### src/rtl/freq_report.sv
// Turns a (fx, gate) count pair into freq = round(fx * CLK_HZ / gate) and streams
// the ASCII line "F=<digits>Hz\r\n" to a UART transmitter over valid/ready.
module freq_report #(
    parameter int unsigned CLK_HZ = 50_000_000
) (
    input  logic        clk,
    input  logic        rst,
    input  logic [31:0] read_fx_cnt,
    input  logic [31:0] read_gate_cnt,
    input  logic        read_over,
    output logic [7:0]  tx_data,
    output logic        tx_valid,
    input  logic        tx_ready,
    output logic [31:0] freq_hz,
    output logic        freq_valid,
    output logic        busy
);

    typedef enum logic [2:0] {StIdle, StMul, StDiv, StBcd, StSend} state_e;

    state_e      state_q, state_d;
    logic        ro_q;
    logic        trigger;
    logic [31:0] fx_q, fx_d;
    logic [31:0] gate_q, gate_d;
    logic [63:0] dvd_q, dvd_d;      // dividend, refilled with quotient bits from the LSB
    logic [32:0] rem_q, rem_d;
    logic [32:0] rem_sh;
    logic [6:0]  cnt_q, cnt_d;
    logic [31:0] freq_q, freq_d;
    logic [31:0] bin_q, bin_d;
    logic [39:0] bcd_q, bcd_d;
    logic [39:0] bcd_adj;
    logic [4:0]  ptr_q, ptr_d;
    logic [3:0]  digit [10];
    logic [3:0]  ndig;
    logic [3:0]  didx;
    logic [1:0]  tail_idx;
    logic [7:0]  cur_byte;
    logic        div_done;
    logic        bcd_done;
    logic        last_byte;

    assign trigger   = read_over & ~ro_q;
    assign div_done  = (cnt_q == 7'd64);
    assign bcd_done  = (cnt_q == 7'd32);
    assign last_byte = (ptr_q == 5'(ndig) + 5'd5);
    assign freq_hz   = freq_q;

    // FSM state register
    always_ff @(posedge clk or posedge rst) begin
        if (rst) begin
            state_q <= StIdle;
        end else begin
            state_q <= state_d;
        end
    end

    // FSM next state
    always_comb begin
        state_d = state_q;
        unique case (state_q)
            StIdle: if (trigger) state_d = StMul;
            StMul:  state_d = StDiv;
            StDiv:  if (div_done) state_d = StBcd;
            StBcd:  if (bcd_done) state_d = StSend;
            StSend: if (tx_ready && last_byte) state_d = StIdle;
            default: state_d = StIdle;
        endcase
    end

    // FSM outputs
    always_comb begin
        busy       = (state_q != StIdle);
        freq_valid = (state_q == StBcd) && (cnt_q == 7'd0);
        tx_valid   = 1'b0;
        tx_data    = 8'h00;
        if (state_q == StSend) begin
            tx_valid = 1'b1;
            tx_data  = cur_byte;
        end
    end

    // Digit extraction and significant-digit count (at least one digit)
    always_comb begin
        ndig = 4'd1;
        for (int i = 0; i < 10; i++) begin
            digit[i] = bcd_q[4*i +: 4];
            if (digit[i] != 4'd0) ndig = 4'(i + 1);
        end
    end

    // Frame byte at position ptr_q: "F=", digits MSB first, "Hz\r\n"
    always_comb begin
        didx     = 4'(5'(ndig) + 5'd1 - ptr_q);
        tail_idx = 2'(ptr_q - 5'd2 - 5'(ndig));
        if (ptr_q == 5'd0) begin
            cur_byte = 8'h46;
        end else if (ptr_q == 5'd1) begin
            cur_byte = 8'h3D;
        end else if (ptr_q < 5'(ndig) + 5'd2) begin
            cur_byte = 8'h30 + {4'h0, digit[didx]};
        end else begin
            case (tail_idx)
                2'd0:    cur_byte = 8'h48;
                2'd1:    cur_byte = 8'h7A;
                2'd2:    cur_byte = 8'h0D;
                default: cur_byte = 8'h0A;
            endcase
        end
    end

    always_comb begin
        for (int i = 0; i < 10; i++) begin
            bcd_adj[4*i +: 4] = (bcd_q[4*i +: 4] >= 4'd5) ? bcd_q[4*i +: 4] + 4'd3
                                                          : bcd_q[4*i +: 4];
        end
    end

    assign rem_sh = {rem_q[31:0], dvd_q[63]};

    // Datapath next state
    always_comb begin
        fx_d   = fx_q;
        gate_d = gate_q;
        dvd_d  = dvd_q;
        rem_d  = rem_q;
        cnt_d  = cnt_q;
        freq_d = freq_q;
        bin_d  = bin_q;
        bcd_d  = bcd_q;
        ptr_d  = ptr_q;
        unique case (state_q)
            StIdle: begin
                if (trigger) begin
                    fx_d   = read_fx_cnt;
                    gate_d = read_gate_cnt;
                end
            end
            StMul: begin
                // gate/2 added up front gives round-half-up
                dvd_d = 64'(fx_q) * 64'(CLK_HZ) + 64'(gate_q >> 1);
                rem_d = 33'd0;
                cnt_d = 7'd0;
            end
            StDiv: begin
                if (!div_done) begin
                    if (rem_sh >= {1'b0, gate_q}) begin
                        rem_d = rem_sh - {1'b0, gate_q};
                        dvd_d = {dvd_q[62:0], 1'b1};
                    end else begin
                        rem_d = rem_sh;
                        dvd_d = {dvd_q[62:0], 1'b0};
                    end
                    cnt_d = cnt_q + 7'd1;
                end else begin
                    if ((gate_q == 32'd0) || (dvd_q[63:32] != 32'd0)) begin
                        freq_d = 32'hFFFF_FFFF;
                    end else begin
                        freq_d = dvd_q[31:0];
                    end
                    bin_d = freq_d;
                    bcd_d = 40'd0;
                    cnt_d = 7'd0;
                end
            end
            StBcd: begin
                if (!bcd_done) begin
                    bcd_d = {bcd_adj[38:0], bin_q[31]};
                    bin_d = {bin_q[30:0], 1'b0};
                    cnt_d = cnt_q + 7'd1;
                end else begin
                    ptr_d = 5'd0;
                end
            end
            StSend: begin
                if (tx_ready && !last_byte) ptr_d = ptr_q + 5'd1;
            end
            default: ;
        endcase
    end

    always_ff @(posedge clk or posedge rst) begin
        if (rst) begin
            ro_q   <= 1'b0;
            fx_q   <= 32'd0;
            gate_q <= 32'd0;
            dvd_q  <= 64'd0;
            rem_q  <= 33'd0;
            cnt_q  <= 7'd0;
            freq_q <= 32'd0;
            bin_q  <= 32'd0;
            bcd_q  <= 40'd0;
            ptr_q  <= 5'd0;
        end else begin
            ro_q   <= read_over;
            fx_q   <= fx_d;
            gate_q <= gate_d;
            dvd_q  <= dvd_d;
            rem_q  <= rem_d;
            cnt_q  <= cnt_d;
            freq_q <= freq_d;
            bin_q  <= bin_d;
            bcd_q  <= bcd_d;
            ptr_q  <= ptr_d;
        end
    end

endmodule

### config.mk
export PLATFORM = sky130hd
export DESIGN_NAME = freq_report
export DESIGN_NICKNAME = d
export VERILOG_FILES = /design/src/rtl/freq_report.sv
export SDC_FILE = /design/constraint.sdc
export NUM_CORES = 2
export LEC_CHECK = 0
export CAP_MARGIN = 20
export CORE_ASPECT_RATIO = 1.4
export CORE_MARGIN = 1
export CORE_UTILIZATION = 64
export CTS_CLUSTER_SIZE = 25
export DETAILED_ROUTE_END_ITERATION = 12
export PLACE_DENSITY = 0.85
export SLEW_MARGIN = 20
export SYNTH_ARGS = -nofsm -noshare
export SYNTH_HDL_FRONTEND = slang
export SYNTH_SLANG_ARGS = --single-unit
### constraint.sdc
create_clock -name clk -period 10.7 [get_ports clk]
set_input_delay 1.605 -clock clk [delete_from_list [all_inputs] [get_ports clk]]
set_output_delay 1.605 -clock clk [all_outputs]
set_load 0.1 [all_outputs]
==> impl_metrics.toml <==
[outcome]
status = "finished, final reports clean"

[sta]
tns_ps = 0
maxSlewViolCount = 0
worstMarginPinSlew_ps = 1218
max_freq_mhz = 120.0
slew_headroom = 0.1851
setup_viol = 0
hold_violations = 0
fin_skew_ps = 16.60
finalCriticalPeriod_ps = 8333
rsz0062_at_grt = "false"
timing.final.crit_share = 0.7788

[floorplan]
die_h_um = 254.7
pin_count = 111
core_um2 = 45010
std_cell_rows = 92
initial_core_util = 0.6484
die_width_um = 182.5
die_area_um2 = 46470

[cells_and_area]
insertedDiodeCount = 0
instances_no_fill = 3867
stdcell_area_um2 = 31660
area_delta_synth_final_pct = 8.467
drive_above_1_share = 0.05313
final_util = 0.7033
nets = 3895

[critical_path]
endpoint_kind = "flip-flop"
r2r_start = "fx_q[7]$_DFFE_PP0P_"
path_class = "reg -> reg"
crit_slowest_cell = "o31ai_1"
path_common_cell = "fa_1"
endpoint = "dvd_q[49]$_DFFE_PP0P_"
crit_path_start_kind = "flip-flop"
worstPathArrival_ps = 8860
worstSetupStartpoint = "fx_q[7]$_DFFE_PP0P_"
r2r_cells = 28
timing.rr.end = "dvd_q[49]$_DFFE_PP0P_"
crit_path_max_fanout = 9
worstPathRequired_ps = 11230
cpPeakStageDelay_ps = 580
reg2reg_slack_ps = 2370

[logic_synthesis]
syn_inst = 3198
synth_top_area_cell = "dfrtp_1"
ys_seq_area_frac = 0.2401
yosys.area.top_type_share = 0.2401
async_flop_share = 1.000
ys_ff_latch = 280
netlist_area_um2 = 29180
synth_cell_types = 90
yosys-top-cells-count = "inv_1, ha_1, nand2_1"
ys.flop_type = "dfrtp_1"
synth_nets = 3854
ys_top_cells_by_area = "dfrtp_1, fa_1, ha_1"
synth.yosys.warnings = 0
synth_most_common_cell = "inv_1"
syn_area_per_cell_um2 = 9.126
synth_edf_count = 0

[placed_design]
dp_hpwl_um = 62730
place_area_um2 = 30740
port_buffers = 109
placed_cells = 3818
routabilityCongestion = 1.086

[drt]
num_vias = 22800
wl_per_cell_um = 20.23
routed_wl_um = 78240
drc = 0
drtIter0Drc = 1384
detail-route-antenna-nets = 0
firstDrtPassIters = 6
routed_via_density = 5.896

[cts]
cts_resized = 0
clock_sinks = 280
cts.root.buffer_cell = "clkbuf_16"
cts-htree-levels = 1
ctsHoldBuffers = 0
clock_latency_ps = 600
cts_tree = "built"
post_cts_buffers = 0
path_clk_slew_ps = 60
cts_buffers = 29
clock_path_buffers = 3

[grt]
grt_first_pass_wirelength_um = 125000
grt_use_total = 0.3473
grt_pass1_vias = 23870
grt.overflow.total = 0
antenna_found_initial = 2
grt_start_max_net_pins = 163

[worst_hold_path]
hold_path_class = "reg -> reg"

[job]
cap_violations = 0
==> layout by cell type, fill, tap and decap left out, types with 39 or more instances in the layout <==
cell type and n:
dfrtp_1 280, fa_1 272, mux2_2 65, a21o_1 53, nand2_1 303, nand3_1 39
nor3_1 53, inv_1 494, mux2i_1 43, clkdlybuf4s50_1 108, ha_1 316, o21ai_0 206
xor2_1 72, xnor2_1 76, nor2_1 209, a21oi_1 193
==> worst max-delay path, delay by kind of cell (launching register included) <==
family	cells	cell delay, ps
adders and majority gates	8	3630
AOI/OAI and AO/OA	7	1980
and+or+nand+nor	8	1740
DFF	1	510
buffers and inverters	4	210
xor gates and xnor gates	1	200
==> worst min-delay path by stage <==
stage,from,to,slack (ps),depth (start not counted)
after floorplan,bin_q[0]$_DFFE_PP0P_,bin_q[0]$_DFFE_PP0P_,440,2
after global placement,bin_q[11]$_DFFE_PP0P_,bin_q[11]$_DFFE_PP0P_,460,2
after detailed placement,bin_q[0]$_DFFE_PP0P_,bin_q[0]$_DFFE_PP0P_,470,2
after CTS,bin_q[12]$_DFFE_PP0P_,bin_q[12]$_DFFE_PP0P_,480,2
after global routing,bin_q[9]$_DFFE_PP0P_,bin_q[9]$_DFFE_PP0P_,500,2
final,bin_q[10]$_DFFE_PP0P_,bin_q[10]$_DFFE_PP0P_,480,2
==> cell families (layout without fill, tap and decap cells) <==
family                   after synthesis  count (layout)  synth area share
multiplexers                         116             116           0.04600
buffers and inverters                605             663           0.07880
adder cells (fa/ha/maj)              588             588            0.3221
other                                  2               2         0.0002573
AND/OR/NAND/NOR                      801             801            0.1303
XOR/XNOR                             150             150           0.04592
flip-flops                           280             280            0.2401
AO/OA/AOI/OAI                        656             656            0.1366
==> per-layer routing <==
metal	global-route usage	part of all wire	up-vias
li1	-	-	10770
met1	0.3745	0.37	11220
met2	0.6306	0.51	559
met3	0.04270	0.039	243
met4	0.2466	0.080	4
met5	0	0.00031	-
==> state kept, by name, summed over array words and instances, names as in the netlist <==
| name | count |
|---|---|
| bcd_q | 40 |
| state_q | 3 |
| gate_q | 32 |
| bin_q | 32 |
| fx_q | 32 |
| ptr_q | 5 |
| ro_q | 1 |
| cnt_q | 7 |
| freq_hz | 32 |
| dvd_q | 64 |
| rem_q | 32 |
==> metrics by stage <==
step                hold WS, ps  setup slack [ps]
floorplan                 441.6              1373
global placement          457.8              2664
detailed placement        469.0              2486
CTS                       483.4              2426
global route              501.5              1999
finish                    479.4              2367
==> area by class of cell <==
cell class | instances | area [um2]
Clock buffer | 39 | 823.3
Clock inverter | 9 | 75.07
Fill cell | 3534 | 13350
Inverter | 495 | 1866
Multi-Input combinational cell | 2313 | 19930
Sequential cell | 280 | 7007
Tap cell | 611 | 764.5
Timing Repair Buffer | 120 | 1194
Power is not shown: default switching activity piles up to over one toggle a cycle in this logic, so the estimate is an artifact.
